$ cat config.mk
export PLATFORM = sky130hd
export DESIGN_NAME = stego_extractor
export DESIGN_NICKNAME = d
export VERILOG_FILES = /design/src/rtl/stego_pkg.sv /design/src/rtl/stego_mod27.sv /design/src/rtl/stego_extractor.sv
export SDC_FILE = /design/constraint.sdc
export NUM_CORES = 1
export LEC_CHECK = 0
export ABC_AREA = 0
export CORE_MARGIN = 1.5
export CORE_UTILIZATION = 55
export CTS_BUF_LIST = sky130_fd_sc_hd__clkbuf_2 sky130_fd_sc_hd__clkbuf_4 sky130_fd_sc_hd__clkbuf_8
export DETAILED_ROUTE_END_ITERATION = 7
export HOLD_SLACK_MARGIN = 0.15
export PLACE_DENSITY = 0.81
export SYNTH_ARGS = -nofsm -noshare
export SYNTH_HDL_FRONTEND = slang
export SYNTH_SLANG_ARGS = --single-unit
$ cat constraint.sdc
create_clock -name clk -period 12.3 [get_ports clk]
set_clock_uncertainty 0.2 [all_clocks]
set_input_delay 1.845 -clock clk [delete_from_list [all_inputs] [get_ports clk]]
set_output_delay 1.845 -clock clk [all_outputs]
set_load 0.03 [all_outputs]
$ cat src/rtl/stego_pkg.sv
// Shared constants and state type for the base-27 pixel-triple stego path.
// Used by both the extractor and the mod-27 reduction block.
package stego_pkg;

    localparam int MOD_BASE   = 27;
    localparam int W0         = 1;
    localparam int W1         = 3;
    localparam int W2         = 9;
    localparam int NIBBLE_MAX = 15;
    localparam int SUM_W      = 12;

    typedef enum logic [2:0] {
        ST_IDLE,
        ST_WAIT_FF,
        ST_RD_FF,
        ST_CALC,
        ST_WR_FF,
        ST_DONE
    } ext_state_t;

endpackage

$ cat src/rtl/stego_mod27.sv
// Combinational f = (p0 + 3*p1 + 9*p2) mod 27 using conditional-subtract stages.
// There is no divider, so this block can be shared with the embed path.
module stego_mod27
    import stego_pkg::*;
(
    input  logic [7:0] p0,
    input  logic [7:0] p1,
    input  logic [7:0] p2,
    output logic [4:0] f
);

    logic [SUM_W-1:0] sum;
    logic [SUM_W-1:0] rem;

    // The maximum sum is 3315, which is below 27*128, so stages 27*64 down to 27*1 are sufficient.
    always_comb begin
        sum = SUM_W'(p0) * SUM_W'(W0) + SUM_W'(p1) * SUM_W'(W1) + SUM_W'(p2) * SUM_W'(W2);
        rem = sum;
        for (int k = 6; k >= 0; k--) begin
            if (rem >= SUM_W'(MOD_BASE << k)) begin
                rem = rem - SUM_W'(MOD_BASE << k);
            end
        end
        f = rem[4:0];
    end

endmodule

$ cat src/rtl/stego_extractor.sv
// Streaming base-27 stego decoder: 3 pixels -> 1 nibble, 2 nibbles -> 1 message byte.
// Optional STEGO_EXT_CHECKSUM_EN appends an XOR checksum byte after the message.
module stego_extractor
    import stego_pkg::*;
#(
    parameter int FF_DATA_WIDTH = 8
) (
    input  logic                     clk,
    input  logic                     rst_n,
    input  logic                     start,
    input  logic [15:0]              msg_bytes,
    input  logic [FF_DATA_WIDTH-1:0] ff_pixel_data,
    input  logic                     ff_pixel_empty,
    output logic                     ff_pixel_rd,
    input  logic                     ff_full,
    output logic [FF_DATA_WIDTH-1:0] ff_data,
    output logic                     ff_wr,
    output logic                     busy,
    output logic                     done,
    output logic [7:0]               err_cnt
);

    ext_state_t               state;
    logic [15:0]              byte_left;
    logic [1:0]               pix_cnt;
    logic                     nib_sel;
    logic [FF_DATA_WIDTH-1:0] pix0, pix1, pix2;
    logic [FF_DATA_WIDTH-1:0] msg_byte;
    logic [4:0]               f;
`ifdef STEGO_EXT_CHECKSUM_EN
    logic [FF_DATA_WIDTH-1:0] chk;
    logic                     chk_phase;
`endif

    stego_mod27 u_mod27 (
        .p0 (pix0),
        .p1 (pix1),
        .p2 (pix2),
        .f  (f)
    );

    always_ff @(posedge clk or negedge rst_n) begin
        if (!rst_n) begin
            state       <= ST_IDLE;
            byte_left   <= '0;
            pix_cnt     <= '0;
            nib_sel     <= 1'b0;
            pix0        <= '0;
            pix1        <= '0;
            pix2        <= '0;
            msg_byte    <= '0;
            ff_pixel_rd <= 1'b0;
            ff_wr       <= 1'b0;
            ff_data     <= '0;
            busy        <= 1'b0;
            done        <= 1'b0;
            err_cnt     <= '0;
`ifdef STEGO_EXT_CHECKSUM_EN
            chk         <= '0;
            chk_phase   <= 1'b0;
`endif
        end else begin
            ff_pixel_rd <= 1'b0;
            ff_wr       <= 1'b0;
            case (state)
                ST_IDLE, ST_DONE: begin
                    if (start) begin
                        byte_left <= msg_bytes;
                        err_cnt   <= '0;
                        pix_cnt   <= '0;
                        nib_sel   <= 1'b0;
`ifdef STEGO_EXT_CHECKSUM_EN
                        chk       <= '0;
                        chk_phase <= (msg_bytes == 16'd0);
                        msg_byte  <= '0;
                        busy      <= 1'b1;
                        done      <= 1'b0;
                        state     <= (msg_bytes == 16'd0) ? ST_WR_FF : ST_WAIT_FF;
`else
                        busy      <= (msg_bytes != 16'd0);
                        done      <= (msg_bytes == 16'd0);
                        state     <= (msg_bytes == 16'd0) ? ST_DONE : ST_WAIT_FF;
`endif
                    end
                end
                ST_WAIT_FF: begin
                    if (!ff_pixel_empty) begin
                        ff_pixel_rd <= 1'b1;
                        state       <= ST_RD_FF;
                    end
                end
                ST_RD_FF: begin
                    case (pix_cnt)
                        2'd0:    pix0 <= ff_pixel_data;
                        2'd1:    pix1 <= ff_pixel_data;
                        default: pix2 <= ff_pixel_data;
                    endcase
                    if (pix_cnt == 2'd2) begin
                        pix_cnt <= '0;
                        state   <= ST_CALC;
                    end else begin
                        pix_cnt <= pix_cnt + 2'd1;
                        state   <= ST_WAIT_FF;
                    end
                end
                ST_CALC: begin
                    if (f > 5'(NIBBLE_MAX) && err_cnt != 8'hFF) begin
                        err_cnt <= err_cnt + 8'd1;
                    end
                    if (!nib_sel) begin
                        msg_byte[7:4] <= f[3:0];
                        nib_sel       <= 1'b1;
                        state         <= ST_WAIT_FF;
                    end else begin
                        msg_byte[3:0] <= f[3:0];
                        nib_sel       <= 1'b0;
                        state         <= ST_WR_FF;
                    end
                end
                ST_WR_FF: begin
                    // The !ff_wr term leaves a gap before a checksum byte that follows a message byte.
                    if (!ff_full && !ff_wr) begin
                        ff_wr   <= 1'b1;
                        ff_data <= msg_byte;
`ifdef STEGO_EXT_CHECKSUM_EN
                        if (chk_phase) begin
                            busy  <= 1'b0;
                            done  <= 1'b1;
                            state <= ST_DONE;
                        end else begin
                            chk       <= chk ^ msg_byte;
                            byte_left <= byte_left - 16'd1;
                            if (byte_left == 16'd1) begin
                                msg_byte  <= chk ^ msg_byte;
                                chk_phase <= 1'b1;
                            end else begin
                                state <= ST_WAIT_FF;
                            end
                        end
`else
                        byte_left <= byte_left - 16'd1;
                        if (byte_left == 16'd1) begin
                            busy  <= 1'b0;
                            done  <= 1'b1;
                            state <= ST_DONE;
                        end else begin
                            state <= ST_WAIT_FF;
                        end
`endif
                    end
                end
                default: state <= ST_IDLE;
            endcase
        end
    end

endmodule

## Yosys cells after proc, flatten, opt, wreduce, memory -nomap -nowiden

Cells that the tools add are included.

| word-level totals | value |
|---|---|
| word-level logic and storage cells | 117 |
| bits in read-only memories | 0 |
| memories | 0 |
| bits of input ports | 29 |
| memory bits (writable) | 0 |
| latch bits | 0 |
| flip-flop bits (word level) | 74 |

| cells by class | value |
|---|---|
| muxes and demuxes | 39 |
| shifts and indexed selects | 0 |
| equality and inequality tests | 14 |
| order comparisons | 8 |
| multiply operators | 2 |
| bitwise operators | 2 |
| $add $sub $neg | 12 |
| reduce and logical (&&, ||, !) cells | 25 |
| div/mod/pow operators | 0 |

Operators by type and width:

| operator | number |
|---|---|
| 2-to-1 mux 12 bit | 6 |
| 2-to-1 mux 16 bit | 2 |
| case mux 16 bit (2 select lines) | 1 |
| 2-to-1 mux 3 bit | 6 |
| equality test 16 x 1 -> 1 bit, second input constant | 1 |
| zero test 16 bit | 1 |
| 2-to-1 mux 8 bit | 2 |
| case mux 8 bit (2 select lines) | 1 |
| AND reduction 2 bit | 8 |
| nonzero test 16 bit | 1 |
| subtractor 16 x 1 -> 16 bit, second input constant | 1 |
| case mux 3 bit (5 select lines) | 1 |
| adder 12 bit | 1 |
| >= comparator 12 x 10 -> 1 bit, second input constant | 1 |
| >= comparator 12 x 11 -> 1 bit, second input constant | 1 |
| >= comparator 12 x 5 -> 1 bit, second input constant | 1 |
| >= comparator 12 x 6 -> 1 bit, second input constant | 1 |
| >= comparator 12 x 7 -> 1 bit, second input constant | 1 |
| >= comparator 12 x 8 -> 1 bit, second input constant | 1 |
| >= comparator 12 x 9 -> 1 bit, second input constant | 1 |
| multiplier 8 x 4 -> 12 bit, second input constant | 1 |
| 2-to-1 mux 1 bit | 12 |
| subtractor 12 x 10 -> 12 bit, second input constant | 1 |
| subtractor 12 x 11 -> 12 bit, second input constant | 1 |
| other kinds (30) | 48 |

## Logic depth before layout (Yosys ltp)

| logic depth | value |
|---|---|
| depth in word-level cells | 21 |
| gate-level depth with buffers | 55 |

## Cells and area by module

A second synthesis with hierarchy kept.

| second synthesis, totals | value |
|---|---|
| cell total of the unflattened synthesis | 810 |
| area total of the unflattened synthesis | 7,290.7 um2 |

By module, submodules not included:

| module | area each (um2) | cells an instance | instances |
|---|---|---|---|
| stego_mod27 | 3,687.3 | 471 | 1 |
| stego_extractor | 3,603.5 | 339 | 1 |

## Least setup slack after synthesis

No wires, ideal clock.

| timing | value |
|---|---|
| path kind | reg-to-reg |
| start point | reg pix0[1] |
| end point | reg err_cnt[0] |
| required time | 11.969 ns |
| library setup time | 0.131 ns |
| path buffers | 0 |
| stages on the path, launching flop included | 56 |
| slack | 0.678 ns |
| arrival | 11.291 ns |
| path through | dfrtp_1 fa_1 ha_1 inv_1 fa_1 inv_1 a21oi_1 o21ai_0 a21oi_1 o21bai_1 xnor2_1 fa_1 inv_1 ha_1 nor3b_1 nor2_1 ha_1 a21o_1 (+20 left out) ha_1 inv_1 o211a_1 a211oi_4 nor3_4 xnor2_1 ha_1 nor2b_1 nor4b_1 a41o_1 o31a_1 nor2_1 ha_1 inv_1 o21ai_1 nand3_1 o2111a_1 or3_1 |

| on the way | value |
|---|---|
| longest elaborated chain between the ends | 20 |
| elaborated cells between the ends (all ways) | 27 |
| those cells by class | add/sub (9); order compare (8); eq/ne (1); mux (7); reduce/logical (2) |

Ends and longest elaborated chain:

| what | line | RTL |
|---|---|---|
| start: declaration | stego_extractor.sv:27 | `logic [FF_DATA_WIDTH-1:0] pix0, pix1, pix2;` |
| start signal: assignment | stego_extractor.sv:94 | `2'd0: pix0 <= ff_pixel_data;` |
| adder 8 x 10 -> 11 bit * | stego_mod27.sv:17 | `sum = SUM_W'(p0) * SUM_W'(W0) + SUM_W'(p1) * SUM_W'(W1) + SUM_W'(p2) * SUM_W'(W2);` |
| adder 12 bit * | stego_mod27.sv:17 |  |
| subtractor 12 x 11 -> 12 bit or >= comparator 12 x 11 -> 1 bit (tied branches) | stego_mod27.sv:21, stego_mod27.sv:20 |  |
| 2-to-1 mux 12 bit * | stego_mod27.sv:20 | `if (rem >= SUM_W'(MOD_BASE << k)) begin` |
| subtractor 12 x 10 -> 12 bit or >= comparator 12 x 10 -> 1 bit (tied branches) | stego_mod27.sv:21, stego_mod27.sv:20 |  |
| 2-to-1 mux 12 bit * | stego_mod27.sv:20 |  |
| subtractor 12 x 9 -> 12 bit or >= comparator 12 x 9 -> 1 bit (tied branches) | stego_mod27.sv:21, stego_mod27.sv:20 |  |
| 2-to-1 mux 12 bit * | stego_mod27.sv:20 |  |
| (+4 left out) | n/a |  |
| subtractor 12 x 6 -> 12 bit or >= comparator 12 x 6 -> 1 bit (tied branches) | stego_mod27.sv:21, stego_mod27.sv:20 |  |
| 2-to-1 mux 12 bit * | stego_mod27.sv:20 |  |
| >= comparator 12 x 5 -> 1 bit or subtractor 5 bit (tied branches) | stego_mod27.sv:20, stego_mod27.sv:21 |  |
| 2-to-1 mux 5 bit * | stego_mod27.sv:20 |  |
| greater-than comparator 5 x 4 -> 1 bit * | stego_extractor.sv:107 | `if (f > 5'(NIBBLE_MAX) && err_cnt != 8'hFF) begin` |
| logical AND 1 bit * | stego_extractor.sv:107 |  |
| inequality test 2 bit (no source line) * | n/a |  |
| AND reduction 3 bit (no source line) * | n/a |  |
| end signal: assignment | stego_extractor.sv:108 | `err_cnt <= err_cnt + 8'd1;` |
| end: declaration | stego_extractor.sv:20 | `output logic [7:0] err_cnt` |

Mark *: on every way between the ends. The rest lies on a longest branch, timed or not.
A chain may end at the register's enable or synchronous reset.

## Worst setup path after layout

| timing | value |
|---|---|
| start point | reg pix1[1] |
| end point | reg msg_byte[5] |

| on the way | value |
|---|---|
| longest elaborated chain between the ends | 17 |
| elaborated cells between the ends (all ways) | 24 |
| those cells by class | add/sub (9); mul (1); order compare (7); mux (7) |

Ends and longest elaborated chain:

| what | line | RTL |
|---|---|---|
| start: declaration | stego_extractor.sv:27 |  |
| start signal: assignment | stego_extractor.sv:95 | `2'd1: pix1 <= ff_pixel_data;` |
| multiplier 8 x 2 -> 10 bit * | stego_mod27.sv:17 |  |
| adder 8 x 10 -> 11 bit * | stego_mod27.sv:17 |  |
| adder 12 bit * | stego_mod27.sv:17 |  |
| subtractor 12 x 11 -> 12 bit or >= comparator 12 x 11 -> 1 bit (tied branches) | stego_mod27.sv:21, stego_mod27.sv:20 |  |
| 2-to-1 mux 12 bit * | stego_mod27.sv:20 |  |
| subtractor 12 x 10 -> 12 bit or >= comparator 12 x 10 -> 1 bit (tied branches) | stego_mod27.sv:21, stego_mod27.sv:20 |  |
| 2-to-1 mux 12 bit * | stego_mod27.sv:20 |  |
| subtractor 12 x 9 -> 12 bit or >= comparator 12 x 9 -> 1 bit (tied branches) | stego_mod27.sv:21, stego_mod27.sv:20 |  |
| 2-to-1 mux 12 bit * | stego_mod27.sv:20 |  |
| subtractor 12 x 8 -> 12 bit or >= comparator 12 x 8 -> 1 bit (tied branches) | stego_mod27.sv:21, stego_mod27.sv:20 |  |
| 2-to-1 mux 12 bit * | stego_mod27.sv:20 |  |
| subtractor 12 x 7 -> 12 bit or >= comparator 12 x 7 -> 1 bit (tied branches) | stego_mod27.sv:21, stego_mod27.sv:20 |  |
| 2-to-1 mux 12 bit * | stego_mod27.sv:20 |  |
| subtractor 12 x 6 -> 12 bit or >= comparator 12 x 6 -> 1 bit (tied branches) | stego_mod27.sv:21, stego_mod27.sv:20 |  |
| 2-to-1 mux 12 bit * | stego_mod27.sv:20 |  |
| >= comparator 12 x 5 -> 1 bit or subtractor 5 bit (tied branches) | stego_mod27.sv:20, stego_mod27.sv:21 |  |
| 2-to-1 mux 5 bit * | stego_mod27.sv:20 |  |
| end signal: assignment | stego_extractor.sv:111 | `msg_byte[7:4] <= f[3:0];` |
| end: declaration | stego_extractor.sv:28 | `logic [FF_DATA_WIDTH-1:0] msg_byte;` |

Marked as above.

==> flow_summary.json <==
{
  "fin_worst_hold_slack_ns": 0.271,
  "synthArstFlopShare_pct": 100,
  "syn-num-nets": 912,
  "cp_data_required_time_ns": 12.33,
  "grt_pass1_vias": 6062,
  "max_freq_mhz": 84.9,
  "ant_nets": 0,
  "grt_overflow": 0,
  "synth_area_um2": 7010,
  "dp_hpwl_mm": 12.2,
  "synth_seq_cells": 74,
  "wirelength_mm": 17.1,
  "drive_gt1_share_pct": 14.9,
  "rows": 41,
  "io_buffers": 48,
  "crit_buf_inv": 4,
  "numCtsBuffers": 9,
  "ys.flop_type": "dfrtp_1",
  "worst_slew_pin_slew_ns": 1.01,
  "ys_top_cells_by_area": "dfrtp_1 (26%), ha_1 (7.0%), nand2_1 (4.7%)",
  "finalCriticalPeriod_ns": 11.77,
  "die_y_um": 116,
  "htree_num_levels": 3,
  "max_cap_viol_count": 0,
  "crit_type": "reg -> reg",
  "core_area_um2": 12500,
  "syn_area_per_cell_um2": 8.45,
  "drc": 0,
  "cts_sinks": 74,
  "gp_congestion": 0.934,
  "crit_family": "compound AO/OA/AOI/OAI gates",
  "synth_largest_area_cell": "dfrtp_1",
  "ys_seq_area_share_pct": 26.4,
  "diodes": 0,
  "slew_viol_final": 0,
  "crit_slowest_cell": "fa_1",
  "grt_start_max_net_pins": 75,
  "clk_pin_slew_worst_paths_ns": 0.08,
  "die-area_um2": 13400,
  "layout.nets": 977,
  "ys_warn_count": 0,
  "vias_per_cell": 6.36,
  "die_w_um": 116,
  "worstSkewPairLatency_ns": 0.36,
  "drt_iter0_drc": 549,
  "end_kind": "flop",
  "slew_headroom_pct": 32.1,
  "n_fill_cell": 1000,
  "grt_use_total_pct": 25.2,
  "synth_top_area_share_pct": 26.4,
  "synth_edf_count": 0,
  "boundaryPins": 49,
  "vias": 6816,
  "cp.arrival_ns": 11.80,
  "first_pass_iters": 7,
  "post_drt_wl_per_cell_um": 15.9,
  "syn_inst": 830,
  "fin_util_pct": 66.0,
  "hold_viol_final": 0,
  "cts_tree": "built",
  "cts_root_buf": "clkbuf_8",
  "synth_cell_types": 93,
  "start_kind": "flop",
  "fin_crit_sh_pct": 95.7,
  "min_path_type": "reg -> reg",
  "antenna_found_initial": 0,
  "areaGrowthSynthToFinish_pct": 17.9,
  "fin_setup_tns_ns": 0,
  "cpPeakStageDelay_ns": 0.56,
  "holdBufCountCts": 0,
  "start_util_pct": 56.0,
  "worstPathMaxFanout": 6,
  "grt_pass1_wl_mm": 27.8,
  "clockBufferDepth": 2,
  "cpMostUsedCell": "ha_2",
  "outcome": "complete, no violations",
  "setup_viol": 0
}
## sequential cells by signal (all words and copies together), names as in the netlist, 2 cells and up
name	flops
pix2	8
byte_left	16
state	3
err_cnt	8
ff_data	8
pix1	8
pix_cnt	2
msg_byte	8
pix0	8
## cell type report
| class | count | area (µm²) | area share [%] |
|---|---|---|---|
| clock inverters | 6 | 91.3 | 1.11 |
| multi-input cells | 691 | 5140 | 62.2 |
| repair buffers | 72 | 658 | 7.96 |
| well taps | 172 | 215 | 2.60 |
| flip-flops and latches | 74 | 1850 | 22.4 |
| inverters | 47 | 176 | 2.13 |
| clock buffers | 10 | 131 | 1.59 |
## through the flow
stage                     worst slack, ns  cells  cell area (µm²)
after global routing               -0.217   1072             8260
after detailed placement           -0.216   1041             7700
after global placement              0.221   1041             7700
final                               0.527   1072             8260
after floorplan                     0.678    830             7010
after CTS                         0.00774   1058             7960
## timing repair
action | CTS | global route
buffers inserted | 1 | 14
gates resized for setup | 4 | 35
setup endpoints to repair | 16 | 16
pin swaps | 2 | 11
## logic make-up (layout without fill, tap and decap cells)
family          after synthesis  in the layout  share of synthesized area, %
mux                          41             41                          6.34
compound gates              273            273                          27.8
fa+ha+maj                    53             53                          11.0
simple gates                296            296                          21.3
flops                        74             74                          26.4
xor+xnor                     28             28                          3.61
buf+inv                      65            135                          3.55
## layout by cell type (no fill, tap or decap), types with 7 or more instances in the layout
cell              n
nor2_1           62
a21oi_1          53
dfrtp_1          74
nand3_1          20
nand4_1          11
and3_1            7
nor3_1           28
nand2b_1         12
mux2_2           27
mux2i_1          13
a21o_1           13
o211ai_1         14
fa_1             14
xnor2_1          17
nand2_1          88
clkdlybuf4s50_1  47
a211oi_1          7
and2_1            8
ha_1             32
or3_1            12
buf_4            25
inv_1            44
a31oi_1           7
o21ai_0          49
o21ai_1          12
clkbuf_8          9
o22ai_1           9
nor4_1           11
## path summary, 6_finish.rpt
| check | start | endpoint | slack (ns) | depth (start not counted) |
|---|---|---|---|---|
| worst max-delay path | pix1[1] | msg_byte[5] | 0.53 | 54 |
| worst min-delay path | msg_byte[4] | ff_data[4] | 0.27 | 2 |
| worst max register to register | pix1[1] | msg_byte[5] | 0.53 | 54 |
| worst min register to register | msg_byte[4] | ff_data[4] | 0.27 | 2 |
| max in group asynchronous | rst_n | byte_left[3] | 9.89 | 1 |
| min in group asynchronous | rst_n | err_cnt[1] | 1.39 | 1 |
## synth_stat cells, types with 14 or more instances
master,instances
dfrtp_1,74
clkbuf_1,14
nor2_1,62
o211ai_1,14
nand3_1,21
nand2_1,88
fa_1,14
o21ai_0,50
ha_1,39
a21oi_1,56
mux2_2,27
xnor2_1,21
nor4_1,14
mux2i_1,14
inv_1,44
nor3_1,29
## routing by layer
metal / up-vias / share of wire [%] / track usage (%)
met5: - / 0 / 0
met3: 38 / 4.9 / 2.35
met4: 0 / 1.8 / 7.24
li1: 3265 / - / -
met1: 3277 / 45 / 34.5
met2: 236 / 49 / 42.6
## tightest hold or removal path, cell delays in order, from the launching register on
cell and delay (ns):
dfrtp_1 0.35, nand2_1 0.05, nand2_1 0.05
Power is left out: the tool's default activity adds up to more than one toggle a clock period on the data nets, which glitch-free logic cannot reach.
